**src/rtl/bus_controller_if.sv**
```systemverilog
// bus_controller_if: two-core snooping bus plus L2 port, as seen by the bus controller.
interface bus_controller_if;
    logic        req_core_0, req_core_1;
    logic [1:0]  bus_operation_out_0, bus_operation_out_1;
    logic [31:0] bus_address_out_0, bus_address_out_1;
    logic        cache_hit_out_0, cache_hit_out_1;
    logic        flush_out_0, flush_out_1;
    logic [31:0] bus_data_out_0, bus_data_out_1;
    logic [31:0] data_to_L2_0, data_to_L2_1;
    logic [24:0] tag_to_L2_0, tag_to_L2_1;
    logic        grant_0, grant_1;
    logic [1:0]  bus_operation_in_0, bus_operation_in_1;
    logic [31:0] bus_address_in_0, bus_address_in_1;
    logic [31:0] bus_data_in_0, bus_data_in_1;
    logic [1:0]  cache_hit_in_0, cache_hit_in_1;
    logic        l2_req, l2_we;
    logic [31:0] l2_addr, l2_wdata, l2_rdata;
    logic        l2_ready;
    logic        bus_error;

    modport master (
        input  req_core_0, req_core_1, bus_operation_out_0, bus_operation_out_1,
               bus_address_out_0, bus_address_out_1, cache_hit_out_0, cache_hit_out_1,
               flush_out_0, flush_out_1, bus_data_out_0, bus_data_out_1,
               data_to_L2_0, data_to_L2_1, tag_to_L2_0, tag_to_L2_1, l2_rdata, l2_ready,
        output grant_0, grant_1, bus_operation_in_0, bus_operation_in_1,
               bus_address_in_0, bus_address_in_1, bus_data_in_0, bus_data_in_1,
               cache_hit_in_0, cache_hit_in_1, l2_req, l2_we, l2_addr, l2_wdata, bus_error
    );

    modport slave (
        output req_core_0, req_core_1, bus_operation_out_0, bus_operation_out_1,
               bus_address_out_0, bus_address_out_1, cache_hit_out_0, cache_hit_out_1,
               flush_out_0, flush_out_1, bus_data_out_0, bus_data_out_1,
               data_to_L2_0, data_to_L2_1, tag_to_L2_0, tag_to_L2_1, l2_rdata, l2_ready,
        input  grant_0, grant_1, bus_operation_in_0, bus_operation_in_1,
               bus_address_in_0, bus_address_in_1, bus_data_in_0, bus_data_in_1,
               cache_hit_in_0, cache_hit_in_1, l2_req, l2_we, l2_addr, l2_wdata, bus_error
    );
endinterface

```
**src/rtl/bus_controller.sv**
```systemverilog
// bus_controller: round-robin two-core snooping bus arbiter with L2 fill, write-back and fetch timeout.
module bus_controller #(
    parameter int L2_TIMEOUT = 64
) (
    input logic clk,
    input logic reset,
    bus_controller_if.master bus
);
    localparam int CW = $clog2(L2_TIMEOUT + 1);
    localparam logic [CW-1:0] LAST = CW'(L2_TIMEOUT - 1);

    typedef enum logic [2:0] {IDLE, GRANT, SNOOP, FETCH, DONE} state_t;

    state_t      state;
    logic        owner, rr, err;
    logic [1:0]  op, code;
    logic [31:0] addr, data;
    logic [CW-1:0] cnt;

    // owner-side request fields and non-owner (snooper) responses
    logic [1:0]  own_op;
    logic [31:0] own_addr, snp_data, snp_wdata;
    logic [24:0] snp_tag;
    logic        snp_hit, snp_flush, flush_now, unused_tag;

    assign own_op     = owner ? bus.bus_operation_out_1 : bus.bus_operation_out_0;
    assign own_addr   = owner ? bus.bus_address_out_1 : bus.bus_address_out_0;
    assign snp_hit    = owner ? bus.cache_hit_out_0 : bus.cache_hit_out_1;
    assign snp_data   = owner ? bus.bus_data_out_0 : bus.bus_data_out_1;
    assign snp_flush  = owner ? bus.flush_out_0 : bus.flush_out_1;
    assign snp_wdata  = owner ? bus.data_to_L2_0 : bus.data_to_L2_1;
    assign snp_tag    = owner ? bus.tag_to_L2_0 : bus.tag_to_L2_1;
    assign flush_now  = state == SNOOP && snp_flush;
    assign unused_tag = ^{bus.tag_to_L2_0[24], bus.tag_to_L2_1[24]};

    always_ff @(posedge clk) begin
        if (reset) begin
            state <= IDLE;
            owner <= 1'b0;
            rr    <= 1'b0;
            err   <= 1'b0;
            op    <= 2'b11;
            code  <= 2'b00;
            addr  <= '0;
            data  <= '0;
            cnt   <= '0;
        end else begin
            err <= 1'b0;
            case (state)
                IDLE: if (bus.req_core_0 || bus.req_core_1) begin
                    owner <= (bus.req_core_0 && bus.req_core_1) ? rr : bus.req_core_1;
                    state <= GRANT;
                end
                GRANT: begin
                    op    <= own_op;
                    addr  <= own_addr;
                    data  <= '0;
                    code  <= 2'b00;
                    cnt   <= '0;
                    state <= own_op == 2'b11 ? DONE : SNOOP;
                end
                SNOOP: begin
                    if (op != 2'b01 && snp_hit) begin
                        data <= snp_data;
                        code <= op == 2'b00 ? 2'b01 : 2'b10;
                    end
                    state <= (op == 2'b01 || snp_hit) ? DONE : FETCH;
                end
                FETCH: begin
                    cnt <= cnt + 1'b1;
                    if (bus.l2_ready) begin
                        data  <= bus.l2_rdata;
                        code  <= 2'b10;
                        state <= DONE;
                    end else if (cnt == LAST) begin
                        err   <= 1'b1;
                        state <= DONE;
                    end
                end
                DONE: begin
                    rr    <= ~owner;
                    state <= IDLE;
                end
                default: state <= IDLE;
            endcase
        end
    end

    assign bus.grant_0            = state != IDLE && !owner;
    assign bus.grant_1            = state != IDLE && owner;
    assign bus.bus_operation_in_0 = (state == SNOOP && owner) ? op : 2'b11;
    assign bus.bus_operation_in_1 = (state == SNOOP && !owner) ? op : 2'b11;
    assign bus.bus_address_in_0   = (state == SNOOP && owner) ? addr : '0;
    assign bus.bus_address_in_1   = (state == SNOOP && !owner) ? addr : '0;
    assign bus.bus_data_in_0      = (state == DONE && !owner) ? data : '0;
    assign bus.bus_data_in_1      = (state == DONE && owner) ? data : '0;
    assign bus.cache_hit_in_0     = (state == DONE && !owner) ? code : 2'b00;
    assign bus.cache_hit_in_1     = (state == DONE && owner) ? code : 2'b00;
    assign bus.l2_req             = state == FETCH;
    assign bus.l2_we              = flush_now;
    assign bus.l2_wdata           = flush_now ? snp_wdata : '0;
    // write-back targets the flushed line's tag with the snooped offset; fetch uses the request address
    assign bus.l2_addr            = flush_now ? {snp_tag[23:0], addr[7:0]} : (state == FETCH ? addr : '0);
    assign bus.bus_error          = err;
endmodule

```
**src/flat_wrapper.sv**
```systemverilog
// flat-port wrapper written by rule: the top's interface ports become plain ports
module bus_controller_flat 
#(
    parameter int L2_TIMEOUT = 64
)
  (clk, reset, bus_req_core_0, bus_req_core_1, bus_bus_operation_out_0, bus_bus_operation_out_1, bus_bus_address_out_0, bus_bus_address_out_1, bus_cache_hit_out_0, bus_cache_hit_out_1, bus_flush_out_0, bus_flush_out_1, bus_bus_data_out_0, bus_bus_data_out_1, bus_data_to_L2_0, bus_data_to_L2_1, bus_tag_to_L2_0, bus_tag_to_L2_1, bus_l2_rdata, bus_l2_ready, bus_grant_0, bus_grant_1, bus_bus_operation_in_0, bus_bus_operation_in_1, bus_bus_address_in_0, bus_bus_address_in_1, bus_bus_data_in_0, bus_bus_data_in_1, bus_cache_hit_in_0, bus_cache_hit_in_1, bus_l2_req, bus_l2_we, bus_l2_addr, bus_l2_wdata, bus_bus_error);
  bus_controller_if bus_i ();
  input logic clk;
  input logic reset;
  input wire logic [$bits(bus_i.req_core_0)-1:0] bus_req_core_0;
  input wire logic [$bits(bus_i.req_core_1)-1:0] bus_req_core_1;
  input wire logic [$bits(bus_i.bus_operation_out_0)-1:0] bus_bus_operation_out_0;
  input wire logic [$bits(bus_i.bus_operation_out_1)-1:0] bus_bus_operation_out_1;
  input wire logic [$bits(bus_i.bus_address_out_0)-1:0] bus_bus_address_out_0;
  input wire logic [$bits(bus_i.bus_address_out_1)-1:0] bus_bus_address_out_1;
  input wire logic [$bits(bus_i.cache_hit_out_0)-1:0] bus_cache_hit_out_0;
  input wire logic [$bits(bus_i.cache_hit_out_1)-1:0] bus_cache_hit_out_1;
  input wire logic [$bits(bus_i.flush_out_0)-1:0] bus_flush_out_0;
  input wire logic [$bits(bus_i.flush_out_1)-1:0] bus_flush_out_1;
  input wire logic [$bits(bus_i.bus_data_out_0)-1:0] bus_bus_data_out_0;
  input wire logic [$bits(bus_i.bus_data_out_1)-1:0] bus_bus_data_out_1;
  input wire logic [$bits(bus_i.data_to_L2_0)-1:0] bus_data_to_L2_0;
  input wire logic [$bits(bus_i.data_to_L2_1)-1:0] bus_data_to_L2_1;
  input wire logic [$bits(bus_i.tag_to_L2_0)-1:0] bus_tag_to_L2_0;
  input wire logic [$bits(bus_i.tag_to_L2_1)-1:0] bus_tag_to_L2_1;
  input wire logic [$bits(bus_i.l2_rdata)-1:0] bus_l2_rdata;
  input wire logic [$bits(bus_i.l2_ready)-1:0] bus_l2_ready;
  output wire logic [$bits(bus_i.grant_0)-1:0] bus_grant_0;
  output wire logic [$bits(bus_i.grant_1)-1:0] bus_grant_1;
  output wire logic [$bits(bus_i.bus_operation_in_0)-1:0] bus_bus_operation_in_0;
  output wire logic [$bits(bus_i.bus_operation_in_1)-1:0] bus_bus_operation_in_1;
  output wire logic [$bits(bus_i.bus_address_in_0)-1:0] bus_bus_address_in_0;
  output wire logic [$bits(bus_i.bus_address_in_1)-1:0] bus_bus_address_in_1;
  output wire logic [$bits(bus_i.bus_data_in_0)-1:0] bus_bus_data_in_0;
  output wire logic [$bits(bus_i.bus_data_in_1)-1:0] bus_bus_data_in_1;
  output wire logic [$bits(bus_i.cache_hit_in_0)-1:0] bus_cache_hit_in_0;
  output wire logic [$bits(bus_i.cache_hit_in_1)-1:0] bus_cache_hit_in_1;
  output wire logic [$bits(bus_i.l2_req)-1:0] bus_l2_req;
  output wire logic [$bits(bus_i.l2_we)-1:0] bus_l2_we;
  output wire logic [$bits(bus_i.l2_addr)-1:0] bus_l2_addr;
  output wire logic [$bits(bus_i.l2_wdata)-1:0] bus_l2_wdata;
  output wire logic [$bits(bus_i.bus_error)-1:0] bus_bus_error;
  assign bus_i.req_core_0 = bus_req_core_0;
  assign bus_i.req_core_1 = bus_req_core_1;
  assign bus_i.bus_operation_out_0 = bus_bus_operation_out_0;
  assign bus_i.bus_operation_out_1 = bus_bus_operation_out_1;
  assign bus_i.bus_address_out_0 = bus_bus_address_out_0;
  assign bus_i.bus_address_out_1 = bus_bus_address_out_1;
  assign bus_i.cache_hit_out_0 = bus_cache_hit_out_0;
  assign bus_i.cache_hit_out_1 = bus_cache_hit_out_1;
  assign bus_i.flush_out_0 = bus_flush_out_0;
  assign bus_i.flush_out_1 = bus_flush_out_1;
  assign bus_i.bus_data_out_0 = bus_bus_data_out_0;
  assign bus_i.bus_data_out_1 = bus_bus_data_out_1;
  assign bus_i.data_to_L2_0 = bus_data_to_L2_0;
  assign bus_i.data_to_L2_1 = bus_data_to_L2_1;
  assign bus_i.tag_to_L2_0 = bus_tag_to_L2_0;
  assign bus_i.tag_to_L2_1 = bus_tag_to_L2_1;
  assign bus_i.l2_rdata = bus_l2_rdata;
  assign bus_i.l2_ready = bus_l2_ready;
  assign bus_grant_0 = bus_i.grant_0;
  assign bus_grant_1 = bus_i.grant_1;
  assign bus_bus_operation_in_0 = bus_i.bus_operation_in_0;
  assign bus_bus_operation_in_1 = bus_i.bus_operation_in_1;
  assign bus_bus_address_in_0 = bus_i.bus_address_in_0;
  assign bus_bus_address_in_1 = bus_i.bus_address_in_1;
  assign bus_bus_data_in_0 = bus_i.bus_data_in_0;
  assign bus_bus_data_in_1 = bus_i.bus_data_in_1;
  assign bus_cache_hit_in_0 = bus_i.cache_hit_in_0;
  assign bus_cache_hit_in_1 = bus_i.cache_hit_in_1;
  assign bus_l2_req = bus_i.l2_req;
  assign bus_l2_we = bus_i.l2_we;
  assign bus_l2_addr = bus_i.l2_addr;
  assign bus_l2_wdata = bus_i.l2_wdata;
  assign bus_bus_error = bus_i.bus_error;
  bus_controller #(.L2_TIMEOUT(L2_TIMEOUT)) u_core (.clk(clk), .reset(reset), .bus(bus_i));
endmodule
```
**config.mk**
```make
export PLATFORM = sky130hd
export DESIGN_NAME = bus_controller_flat
export DESIGN_NICKNAME = d
export VERILOG_FILES = /design/src/rtl/bus_controller_if.sv /design/src/rtl/bus_controller.sv /design/src/flat_wrapper.sv
export SDC_FILE = /design/constraint.sdc
export NUM_CORES = 1
export LEC_CHECK = 0
export CELL_PAD_IN_SITES_DETAIL_PLACEMENT = 1
export CELL_PAD_IN_SITES_GLOBAL_PLACEMENT = 2
export CORE_AREA = 2 2 192 194
export DETAILED_ROUTE_END_ITERATION = 10
export DIE_AREA = 0 0 194 196
export HOLD_SLACK_MARGIN = 0.03
export PLACE_DENSITY = 0.82
export SKIP_LAST_GASP = 1
export SYNTH_ARGS = -nofsm -noshare
export SYNTH_HDL_FRONTEND = slang
export SYNTH_SLANG_ARGS = --single-unit
export TNS_END_PERCENT = 5
```
**constraint.sdc**
```tcl
create_clock -name clk -period 3.8 [get_ports clk]
set_input_delay 1.14 -clock clk [delete_from_list [all_inputs] [get_ports clk]]
set_output_delay 1.14 -clock clk [all_outputs]
set_load 0.02 [all_outputs]
```
**Word level (Yosys, flattened, before mapping)**

Cells that the tools add are included.

- Register bits after elaboration: 81
- Latch bits: 0
- Bits in writable memories: 0
- Memory bits (read-only): 0
- Input bits: 287
- Output and inout bits: 205
- Memories: 0

- Add/subtract/negate cells: 1
- $mul: 0
- Divide/modulo/power cells: 0
- Order comparisons: 0
- Eq/ne operators: 12
- Shifts and indexed selects: 0
- Multiplexer cells: 34
- Bitwise gates (word level): 2
- Reduce and logical (&&, ||, !) cells: 21

Operator list:

| cell | number |
|---|---|
| $mux W32 | 12 |
| $pmux W32 S3 | 1 |
| $mux W24 | 1 |
| $mux W2 | 8 |
| $mux W3 | 5 |
| $pmux W7 S2 | 1 |
| $pmux W3 S4 | 1 |
| $logic_and A1 B1 Y1 | 9 |
| $add A7 B1 Y7 const B | 1 |
| $eq A7 B6 Y1 const B | 1 |
| $eq A3 B2 Y1 const B | 2 |
| $ne A2 B1 Y1 const B | 3 |
| $pmux W2 S3 | 1 |
| $reduce_bool A3 Y1 | 2 |
| $mux W1 | 4 |
| $reduce_and A2 Y1 | 2 |
| $eq A3 B1 Y1 const B | 1 |
| $eq A3 B3 Y1 const B | 1 |
| $logic_not A3 Y1 | 1 |
| $ne A3 B2 Y1 const B | 1 |
| $reduce_and A3 Y1 | 1 |
| $reduce_or A3 Y1 | 1 |
| $eq A2 B1 Y1 const B | 1 |
| $eq A2 B2 Y1 const B | 1 |
| other kinds (6) | 8 |

**Logic depth before layout (Yosys ltp)**

Gate-level depths: netlist of run 1.

- Depth in word-level cells: 4
- Depth in mapped cells: 7
- Depth with buffers taken out: 5

**Least setup slack after synthesis of run 1**

OpenSTA, ideal clock, no wires.

- Path type: input port to output port
- Start point: in bus_flush_out_0
- End point: out bus_l2_addr[23]
- Arrival time: 2.176 ns
- Required time: 2.660 ns
- Setup slack: 0.484 ns
- Stages: 5
- Buffers on the path: 2
- Cell sequence: mux2_2 -> nand2_1 -> clkbuf_1 -> buf_2 -> o21ai_0

- Cells in the longest elaborated chain, start to end: 3

RTL lines:

| item | line | source |
|---|---|---|
| start: declaration | flat_wrapper.sv:18 | `input wire logic [$bits(bus_i.flush_out_0)-1:0] bus_flush_out_0;` |
| $mux W1 | bus_controller.sv:30 | `assign snp_flush = owner ? bus.flush_out_0 : bus.flush_out_1;` |
| $logic_and A1 B1 Y1 | bus_controller.sv:33 | `assign flush_now = state == SNOOP && snp_flush;` |
| $mux W32 | bus_controller.sv:103 | `assign bus.l2_addr = flush_now ? {snp_tag[23:0], addr[7:0]} : (state == FETCH ? addr : '0);` |
| end: declaration | flat_wrapper.sv:40 | `output wire logic [$bits(bus_i.l2_addr)-1:0] bus_l2_addr;` |

Every way passes these cells.

**Worst setup path in the final report of run 1**

- Start point: in bus_flush_out_0
- End point: out bus_l2_addr[9]

Same word-level chain as after synthesis.

==> reports/results.ini, run 1 <==
[sta]
post-route-min-period_ns = 3.82
relSlewSlack_pct = 51.9
rsz0062_at_grt = yes
fmax_ghz = 0.262
hold_viol = 0
setup_viol = 3
slew_viol_final = 0
fin_worst_skew_ns = 0.00535
setup_slack_ns = -0.0241
fin_crit_sh_pct = 101
tightest_slew_ns = 0.722
fin_tns_setup_ns = -0.0295

[yosys]
syn-num-nets = 979
synth.avg_cell_area_sq_um = 8.22
synth_top_family_by_area = simple AND/OR/NAND/NOR gates
synth_compound_area_share_pct = 20.4
async_flop_share_pct = 0
synth_edf_count = 0
synthSimpleGateAreaFrac_pct = 28.2
synth_flop_cell = dfxtp_1
synth.area.mux_share_pct = 16.5
synth_xor_xnor_area_share_pct = 0
ys_ff_latch = 81
netlist_area_sq_um = 5680
synth_cell_types = 47
synthTopCellsByArea = dfxtp_1, mux2i_1, and2_1, a222oi_1, nor2_1
synth_top_area_share_pct = 28.5
ys_seq_area_share_pct = 28.5
synthCells = 691
synthAdderAreaFrac_pct = 0.220
yosys.area.top_type = dfxtp_1
ys_warn_count = 0

[power_and_ir_drop]
cellLeakagePower_nw = 4.23
irDropWorstVdd_mv = 0.205
power_density_nw_per_um2 = 270

[placement]
pre_cts_slack_ns = -0.476
dpl_cell_area_sq_um = 11100
dp_hpwl_um = 27900
gp_congestion = 0.761
numPortBuffers = 489

[critical_path]
path_delay_family = buffers and inverters
worstReg2RegStart = u_core.state[1]$_SDFFE_PP0P_
crit_path_start = bus_flush_out_0
crit_type = in -> out
critPathCaptureType = output pin
cp_data_arrival_time_ns = 2.68
worstPathRequired_ns = 2.66
start_kind = primary input
worstPathMaxFanout = 12
cp_num_buf_inv = 4
cpPeakStageDelay_ns = 0.45
critical_path.slowest_cell = clkdlybuf4s50_1
crit_chain = clkdlybuf4s50_1 -> mux2_4 -> nand2_2 -> buf_12 -> buf_4 -> o21ai_0 -> dlygate4sd2_1

[global_routing]
grt_util_all_layers_pct = 17.5
grt_pass1_wl_um = 50200
antenna_found_initial = 3
grt_overflow = 0
grt_pass1_vias = 7642
grt_start_max_net_pins = 48

[drt]
vias_per_cell = 4.40
drt.antenna.violating_nets = 0
wl_per_cell_um = 21.2
num_vias = 7162
firstDrtPassIters = 7
drc_errors = 0
first_iter_violations = 286
wl_um = 34500

[layout]
multi_input_area_sq_um = 3740
drive_above_1_share_pct = 7.34
area_growth_pct = 99.4
fillCellCount = 4308
nets = 1441
ff_latch_area_sq_um = 1630
design_area_sq_um = 11300

[floorplan]
die_h_um = 196
die_area_sq_um = 38000
top_level_ports = 492
placementRows = 70
die_w_um = 194
core_area_sq_um = 36100
start_util_pct = 15.7

[hold_path]
hold_class = reg -> reg
min_from = u_core.data[8]$_SDFFE_PP0P_

[cts]
clk_path_buf_depth = 2
hold_buffers = 0
cts_buffers = 9
cts.htree.levels = 3
clock_tree.root_cell = clkbuf_16
tritoncts = yes
clkLatencyLatePin_ns = 0.35
postCtsSetupRepairBufs = 0
clkTransAtPathRegs_ns = 0.07
clock_sinks = 81

[run]
cap_violations = 0

[run_status]
status = finished with violations
violations = setup timing

==> per-layer routing <==
| layer | vias up | global-route usage (%) | wire length [um] |
|---|---|---|---|
| li1 | 3433 | - | - |
| met3 | 21 | 5.09 | 2630 |
| met4 | 2 | 3.70 | 400 |
| met2 | 335 | 31.9 | 17400 |
| met1 | 3371 | 20.2 | 14000 |
| met5 | - | 0 | 13 |
==> through the flow <==
stage	hold slack, ns	std cells	utilization, %	power, mW
after detailed placement	0.459	1610	30.8	2.20
after CTS	0.480	1626	31.4	3.12
after floorplan	0.438	691	-	1.58
after global placement	0.451	1610	30.8	2.18
after global routing	0.500	1627	31.4	3.24
final	0.472	1627	31.4	3.05
==> path summary, 6_finish.rpt <==
| check | to | slack, ns | depth (start not counted) |
|---|---|---|---|
| worst min-delay path | u_core.data[8]$_SDFFE_PP0P_ | 0.47 | 1 |
| worst max register to register | u_core.data[16]$_SDFFE_PP0P_ | 1.68 | 7 |
| worst max-delay path | bus_l2_addr[9] | -0.02 | 7 |
| worst min register to register | u_core.data[8]$_SDFFE_PP0P_ | 0.47 | 1 |
==> power by group <==
part / internal (mW) / leakage [nW] / total (mW) / switching, mW
Clock: 0.497 / 0.145 / 0.907 / 0.410
Sequential: 0.934 / 0.660 / 1.03 / 0.0948
Combinational: 0.566 / 3.43 / 1.12 / 0.551
==> sequential cells by signal, indices dropped and copies added (netlist names) <==
| signal | count |
|---|---|
| u_core.owner | 1 |
| u_core.bus.bus_error | 1 |
| u_core.data | 32 |
| u_core.addr | 32 |
| u_core.code | 2 |
| u_core.op | 2 |
| u_core.cnt | 7 |
| u_core.rr | 1 |
| u_core.state | 3 |
==> layout make-up <==
cell class,instances,area share [%]
Timing Repair Buffer,522,44.8
Multi-Input combinational cell,537,33.1
Sequential cell,81,14.4
Tap cell,468,5.17
Clock buffer,12,2.35
Clock inverter,4,0.232
Inverter,2,0.0663
Antenna cell,1,0.0221
==> placed cells by master, fill, tap and decap left out, types with 3 or more instances in the layout <==
cell type	n
nand3_1	3
clkbuf_16	9
o2bb2ai_1	33
mux2i_1	90
a222oi_1	32
nor3_1	5
dfxtp_1	80
and2_1	104
clkbuf_8	3
nand2b_1	5
dlygate4sd2_1	43
a21oi_1	9
clkdlybuf4s50_1	421
a211oi_1	32
nor2b_1	16
clkdlybuf4s15_1	4
clkbuf_2	12
or3_1	3
o21ai_0	28
and3_1	33
nand2_1	33
buf_4	31
nor2_1	75
buf_12	4
==> cells in the mapped netlist (all sizes together) (16+ instances only) <==
cell type  instances
dfxtp             81
mux2i             91
buf               41
and3              33
clkbuf            30
o21ai             29
nor2              79
o2bb2ai           33
nor2b             16
a222oi            32
a211oi            32
nand2             34
and2             104
==> kinds of logic (layout without fill, tap and decap cells) <==
group | Yosys count | count (layout)
flip-flops | 81 | 81
other | 0 | 1
AND/OR/NAND/NOR | 296 | 296
multiplexers | 92 | 92
AO/OA/AOI/OAI | 148 | 148
adder cells (fa/ha/maj) | 1 | 1
buffers and inverters | 73 | 540
==> what timing repair did <==
| action | CTS | global route |
|---|---|---|
| setup endpoints to repair | 71 | 87 |
| gates cloned | 0 | 0 |
| hold endpoints to repair | 0 | 0 |
| pin swaps | 0 | 0 |
| gates resized for setup | 73 | 45 |
(Power assumes the default switching activity.)
==> inputs of run 2 (changes only) <==
--- a/config.mk
+++ b/config.mk
@@ -8,6 +8,7 @@
 export CELL_PAD_IN_SITES_DETAIL_PLACEMENT = 1
 export CELL_PAD_IN_SITES_GLOBAL_PLACEMENT = 2
 export CORE_AREA = 2 2 192 194
+export CTS_CLUSTER_DIAMETER = 200
 export DETAILED_ROUTE_END_ITERATION = 10
 export DIE_AREA = 0 0 194 196
 export HOLD_SLACK_MARGIN = 0.03
==> results of run 2 <==
Same layout as run 1: the final DEF is identical, and so are final timing and power.
